===== config.mk =====
export PLATFORM = sky130hd
export DESIGN_NAME = dmem_rmw_ctrl
export DESIGN_NICKNAME = d
export VERILOG_FILES = /design/src/rtl/dmem_pkg.sv /design/src/rtl/dmem_lane_unit.sv /design/src/rtl/dmem_rmw_ctrl.sv
export SDC_FILE = /design/constraint.sdc
export NUM_CORES = 1
export LEC_CHECK = 0
export ABC_AREA = 0
export CAP_MARGIN = 20
export CORE_MARGIN = 2
export CORE_UTILIZATION = 54
export CTS_BUF_LIST = sky130_fd_sc_hd__clkbuf_8
export DETAILED_ROUTE_END_ITERATION = 8
export PLACE_DENSITY = 0.88
export SLEW_MARGIN = 20
export SYNTH_ARGS = -nofsm -noshare
export SYNTH_HDL_FRONTEND = slang
export SYNTH_SLANG_ARGS = --single-unit

===== constraint.sdc =====
create_clock -name clk -period 13 [get_ports clk]
set_clock_uncertainty 0.2 [all_clocks]
set_input_delay 3.25 -clock clk [delete_from_list [all_inputs] [get_ports clk]]
set_output_delay 3.25 -clock clk [all_outputs]
set_load 0.05 [all_outputs]

===== src/rtl/dmem_pkg.sv =====
// Shared definitions for the data-memory read-modify-write controller:
// FSM state encoding, size-mask constants and mask classification helpers.
package dmem_pkg;

    typedef enum logic [2:0] {
        ST_IDLE  = 3'd0,
        ST_READ  = 3'd1,
        ST_MERGE = 3'd2,
        ST_WRITE = 3'd3,
        ST_RESP  = 3'd4
    } state_t;

    localparam logic [2:0] MASK_BYTE = 3'b001;
    localparam logic [2:0] MASK_HALF = 3'b011;
    localparam logic [2:0] MASK_WORD = 3'b111;
    localparam int         SIGN_BIT  = 3;

    // Only the three contiguous size masks describe a real access width.
    function automatic logic mask_legal(input logic [3:0] sign_mask);
        return (sign_mask[2:0] == MASK_BYTE) ||
               (sign_mask[2:0] == MASK_HALF) ||
               (sign_mask[2:0] == MASK_WORD);
    endfunction

    // Byte accesses can never be misaligned; halves need bit 0 clear, words bits 1:0.
    function automatic logic is_misaligned(input logic [3:0] sign_mask, input logic [1:0] addr_lo);
        return ((sign_mask[2:0] == MASK_HALF) && addr_lo[0]) ||
               ((sign_mask[2:0] == MASK_WORD) && (addr_lo != 2'b00));
    endfunction

endpackage


===== src/rtl/dmem_lane_unit.sv =====
// Combinational lane logic: extracts and extends load data from a RAM word,
// and merges sub-word store data into the word read back from RAM.
module dmem_lane_unit
    import dmem_pkg::*;
(
    input  logic [31:0] word,
    input  logic [1:0]  addr_lo,
    input  logic [3:0]  sign_mask,
    input  logic [31:0] wdata,
    output logic [31:0] load_data,
    output logic [31:0] store_word
);

    logic [2:0]  size;
    logic        sign_en;
    logic [7:0]  byte_sel;
    logic [15:0] half_sel;
    logic [31:0] wdata_rep;
    logic [3:0]  lane_hit;

    assign size     = sign_mask[2:0];
    assign sign_en  = sign_mask[SIGN_BIT];
    assign byte_sel = word[{addr_lo, 3'b000} +: 8];
    assign half_sel = word[{addr_lo[1], 4'b0000} +: 16];

    // Replicate store data across the word so every lane sees its own copy.
    always_comb begin
        wdata_rep = wdata;
        case (size)
            MASK_BYTE: wdata_rep = {4{wdata[7:0]}};
            MASK_HALF: wdata_rep = {2{wdata[15:0]}};
            default:   wdata_rep = wdata;
        endcase
    end

    genvar gi;
    generate
        for (gi = 0; gi < 4; gi++) begin : g_lane
            assign lane_hit[gi] = (size == MASK_WORD) ||
                                  ((size == MASK_HALF) && (addr_lo[1] == 1'(gi / 2))) ||
                                  ((size == MASK_BYTE) && (addr_lo == 2'(gi)));
            assign store_word[gi*8 +: 8] = lane_hit[gi] ? wdata_rep[gi*8 +: 8] : word[gi*8 +: 8];
        end
    endgenerate

    // Select the addressed lane and extend with the sign bit or zeros.
    always_comb begin
        load_data = word;
        case (size)
            MASK_BYTE: load_data = {{24{sign_en & byte_sel[7]}}, byte_sel};
            MASK_HALF: load_data = {{16{sign_en & half_sel[15]}}, half_sel};
            default:   load_data = word;
        endcase
    end

endmodule


===== src/rtl/dmem_rmw_ctrl.sv =====
// Data-memory access controller between the load/store stage and a word-wide
// single-port RAM without byte enables. Sub-word stores use read-modify-write.
// Optional feature macro: DMEM_MISALIGN_TRAP_EN (trap misaligned accesses
// instead of aligning them down).
module dmem_rmw_ctrl
    import dmem_pkg::*;
#(
    parameter int ADDR_W = 10
) (
    input  logic              clk,
    input  logic              reset,
    input  logic              req_valid,
    output logic              req_ready,
    input  logic              req_we,
    input  logic [31:0]       req_addr,
    input  logic [31:0]       req_wdata,
    input  logic [3:0]        req_sign_mask,
    output logic              rsp_valid,
    output logic [31:0]       rsp_rdata,
    output logic              rsp_err,
    output logic              mem_rd,
    output logic              mem_wr,
    output logic [ADDR_W-1:0] mem_addr,
    output logic [31:0]       mem_wdata,
    input  logic [31:0]       mem_rdata
);

    state_t              state_reg;
    state_t              state_next;

    logic                we_reg;
    logic [ADDR_W+1:0]   addr_reg;
    logic [31:0]         wdata_reg;
    logic [3:0]          mask_reg;
    logic [31:0]         wword_reg;
    logic [31:0]         rdata_reg;
    logic                err_reg;

    logic                req_legal;
    logic                req_misal;
    logic                req_trap;
    logic                req_fault;
    logic [ADDR_W+1:0]   req_addr_aligned;
    logic [31:0]         load_data;
    logic [31:0]         store_word;
    logic                unused_addr_bits;

    assign req_legal = mask_legal(req_sign_mask);
    assign req_misal = is_misaligned(req_sign_mask, req_addr[1:0]);

`ifdef DMEM_MISALIGN_TRAP_EN
    assign req_trap = req_misal;
`else
    assign req_trap = 1'b0;
`endif

    assign req_fault = !req_legal || req_trap;

    // Bits above the RAM index are ignored, so the address wraps around.
    assign unused_addr_bits = ^req_addr[31:ADDR_W+2];

    // Misaligned halves/words are forced onto their natural boundary.
    always_comb begin
        req_addr_aligned = req_addr[ADDR_W+1:0];
        if (req_misal) begin
            if (req_sign_mask[2:0] == MASK_WORD) begin
                req_addr_aligned[1:0] = 2'b00;
            end else begin
                req_addr_aligned[0] = 1'b0;
            end
        end
    end

    dmem_lane_unit u_lane (
        .word       (mem_rdata),
        .addr_lo    (addr_reg[1:0]),
        .sign_mask  (mask_reg),
        .wdata      (wdata_reg),
        .load_data  (load_data),
        .store_word (store_word)
    );

    // State register; reset drops any in-flight request.
    always_ff @(posedge clk or posedge reset) begin
        if (reset) begin
            state_reg <= ST_IDLE;
        end else begin
            state_reg <= state_next;
        end
    end

    // Next-state decode and state-derived strobes/response outputs.
    always_comb begin
        state_next = state_reg;
        req_ready  = 1'b0;
        mem_rd     = 1'b0;
        mem_wr     = 1'b0;
        mem_addr   = '0;
        mem_wdata  = '0;
        rsp_valid  = 1'b0;
        rsp_rdata  = '0;
        rsp_err    = 1'b0;
        case (state_reg)
            ST_IDLE: begin
                req_ready = 1'b1;
                if (req_valid) begin
                    if (req_fault) begin
                        state_next = ST_RESP;
                    end else if (req_we && (req_sign_mask[2:0] == MASK_WORD)) begin
                        state_next = ST_WRITE;
                    end else begin
                        state_next = ST_READ;
                    end
                end
            end
            ST_READ: begin
                mem_rd     = 1'b1;
                mem_addr   = addr_reg[ADDR_W+1:2];
                state_next = ST_MERGE;
            end
            ST_MERGE: begin
                state_next = we_reg ? ST_WRITE : ST_RESP;
            end
            ST_WRITE: begin
                mem_wr     = 1'b1;
                mem_addr   = addr_reg[ADDR_W+1:2];
                mem_wdata  = wword_reg;
                rsp_valid  = 1'b1;
                state_next = ST_IDLE;
            end
            ST_RESP: begin
                rsp_valid  = 1'b1;
                rsp_rdata  = rdata_reg;
                rsp_err    = err_reg;
                state_next = ST_IDLE;
            end
            default: begin
                state_next = ST_IDLE;
            end
        endcase
    end

    // Request capture in IDLE and load/merge result capture in MERGE.
    always_ff @(posedge clk or posedge reset) begin
        if (reset) begin
            we_reg    <= 1'b0;
            addr_reg  <= '0;
            wdata_reg <= '0;
            mask_reg  <= '0;
            wword_reg <= '0;
            rdata_reg <= '0;
            err_reg   <= 1'b0;
        end else begin
            if ((state_reg == ST_IDLE) && req_valid) begin
                we_reg    <= req_we;
                addr_reg  <= req_addr_aligned;
                wdata_reg <= req_wdata;
                mask_reg  <= req_sign_mask;
                wword_reg <= req_wdata;
                rdata_reg <= '0;
                err_reg   <= req_fault;
            end else if (state_reg == ST_MERGE) begin
                if (we_reg) begin
                    wword_reg <= store_word;
                end else begin
                    rdata_reg <= load_data;
                end
            end
        end
    end

endmodule


==> impl_metrics.json <==
{
  "crit_end": "rsp_valid",
  "synth_mux_area_share_pct": 9.58,
  "hold_class": "reg -> reg",
  "final_cell_mix": "nand2_1 (213), clkdlybuf4s50_1 (162), dfrtp_1 (117), o211ai_1 (48), and2_1 (45)",
  "cp.arrival_ns": 3.21,
  "nFillCells": 886,
  "cts_resized": 0,
  "ys_async_sr_fraction_pct": 100,
  "synth-xor-area-share_pct": 0,
  "post_cts_buffers": 0,
  "ctsHoldBuffers": 0,
  "synth.avg_cell_area_um2": 8.89,
  "drtIter0Drc": 501,
  "cts_buffer_depth": 2,
  "vias": 5972,
  "synth_cell_types": 46,
  "rows": 39,
  "synthesis.nets": 822,
  "htreeDepth": 4,
  "crit_required_ns": 9.55,
  "tns_ns": 0,
  "yosys.area_share.simple_pct": 25.7,
  "drtAntennaViolNets": 0,
  "io_buffers": 162,
  "grt_usage_pct": 32.9,
  "cts_buffers": 17,
  "dieArea_um2": 12700,
  "start_kind": "register",
  "start_util_pct": 55.7,
  "crit_path_top_delay_cell": "clkdlybuf4s50_1",
  "grt_pass1_wl_um": 32400,
  "synth_top_family_by_area": "simple AND/OR/NAND/NOR gates",
  "wl_um": 20000,
  "synth_compound_area_share_pct": 14.5,
  "ys.flop_type": "dfrtp_1",
  "instances_no_fill": 1011,
  "synth_area_leaders": "dfrtp_1 (46%), nand2_1 (13%), o211ai_1 (5.6%)",
  "setup_viol": 0,
  "leakagePower_nw": 3.86,
  "maxCapViolations": 0,
  "synthDominantCellAreaShare_pct": 45.9,
  "cts_tree": "done",
  "rsz0062_at_grt": "false",
  "timing.rr.start": "state_reg[1]",
  "worstSetupPathType": "reg -> out",
  "synthToLayoutAreaGrowth_pct": 30.7,
  "worst_path_largest_cell_delay_ns": 0.79,
  "placed_cells": 979,
  "final_common_cell": "nand2_1",
  "slew_headroom_pct": 27.9,
  "synthAdderAreaFrac_pct": 0,
  "pin_count": 183,
  "powerDensity_nw_per_um2": 213,
  "yosysSeqAreaShare_pct": 45.9,
  "clk_pin_slew_ns": 0.07,
  "clock-root-buffer": "clkbuf_8",
  "report.final.slew_viol_count": 0,
  "total_power_mw": 1.78,
  "status": "finished, final reports clean",
  "dr.pass1.iters": 5,
  "r2r_cells": 6,
  "min_period_ns": 6.66,
  "grt_max_degree": 62,
  "yosys_warnings": 0,
  "fin_crit_sh_pct": 51.2,
  "grt_pass1_vias": 6068,
  "rrSetupSlack_ns": 10.43,
  "crit_fanout": 23,
  "grt_overflow": 0,
  "viasPerCell": 5.91,
  "r2r_end": "rdata_reg[22]",
  "end_kind": "output pin",
  "clk_latency_ns": 0.45,
  "core_um2": 11500,
  "multi_input_area_um2": 3200,
  "max-vdd-ir-drop_mv": 0.139,
  "dpl.hpwl_um": 14300,
  "wl_per_cell_um": 19.8,
  "antenna_found_initial": 1,
  "fmax_mhz": 150,
  "die_h_um": 113,
  "drcViolationCount": 0,
  "worstPathCellList": "nor2b_2, buf_4, and2_1, or2_2, clkdlybuf4s50_1",
  "place.gp.congestion": 0.901,
  "fin_nets": 959,
  "netlist_area_um2": 6380,
  "crit_start": "state_reg[0]",
  "synth_top_area_cell": "dfrtp_1",
  "drive_above_1_share_pct": 9.00,
  "ys_seq_elements": 117,
  "synth_edf_count": 0,
  "worst_pin_slew_ns": 1.08,
  "die_w_um": 113,
  "hold_violations": 0,
  "cts_sinks": 117,
  "pre_cts_ws_ns": 6.88,
  "regArea_um2": 2930,
  "final_util_pct": 72.8,
  "postSynthCellCount": 718,
  "worst_slack_ns": 6.34
}
## worst max-delay path, delay by kind of cell, from the launching register on
kind / cells / cell delay [ns]
buffers and inverters: 2 / 1.16
DFF: 1 / 0.57
and+or+nand+nor: 3 / 1.02
## kinds of logic after synthesis
logic type / Yosys count
and+or+nand+nor: 351
AOI/OAI and AO/OA: 136
DFF: 117
muxes: 57
buffers and inverters: 57
## power by group
group          internal [mW]  total (mW)  leakage, nW  switching, mW
registers              0.524       0.673         1.47          0.148
logic                  0.317       0.826         2.20          0.508
clock network          0.139       0.281        0.195          0.142
## worst min path at each step
stage / start / to / cells after the start
after floorplan: addr_reg[10] / addr_reg[10] / 2
after global placement: addr_reg[4] / addr_reg[4] / 2
after detailed placement: addr_reg[11] / addr_reg[11] / 2
after CTS: addr_reg[11] / addr_reg[11] / 2
after global routing: addr_reg[11] / addr_reg[11] / 2
final: addr_reg[5] / addr_reg[5] / 2
## cell type report
cell class              count  area share, %
repair buffers            172           20.4
diodes                      1         0.0300
clock buffers              20           3.30
flip-flops and latches    117           35.1
multi-input cells         544           38.3
well taps                 143           2.14
inverters                   3          0.165
clock inverters            11          0.570
## cell usage after synthesis, types with 2 or more instances
cell type,n
nand2_1,214
dfrtp_1,117
o211ai_1,48
and2_1,45
and3_1,34
mux2i_1,33
clkbuf_1,28
nor2_1,28
a21oi_1,25
mux2_2,23
o22ai_1,16
buf_2,14
o21ai_0,11
a31oi_1,8
nor2b_1,8
o31ai_1,8
o22a_1,7
buf_4,6
nand2b_1,4
buf_1,3
buf_6,3
inv_1,3
nor3_1,3
o21a_1,3
nand3_1,2
nand3b_1,2
o211ai_2,2
o221a_2,2
## through the flow
step | hold slack [ns] | area [µm²]
floorplan | 0.237 | 6380
global placement | 0.252 | 8010
detailed placement | 0.254 | 8020
CTS | 0.271 | 8340
global route | 0.287 | 8340
finish | 0.267 | 8350
## per-layer routing
metal | share of wire (%) | vias to the layer above | GRT usage [%]
li1 | - | 2752 | -
met1 | 41 | 2895 | 42.0
met2 | 48 | 281 | 52.3
met3 | 8.1 | 44 | 9.32
met4 | 3.1 | 0 | 15.5
met5 | 0 | - | 0
No activity file was read; power rests on OpenSTA's default activity.
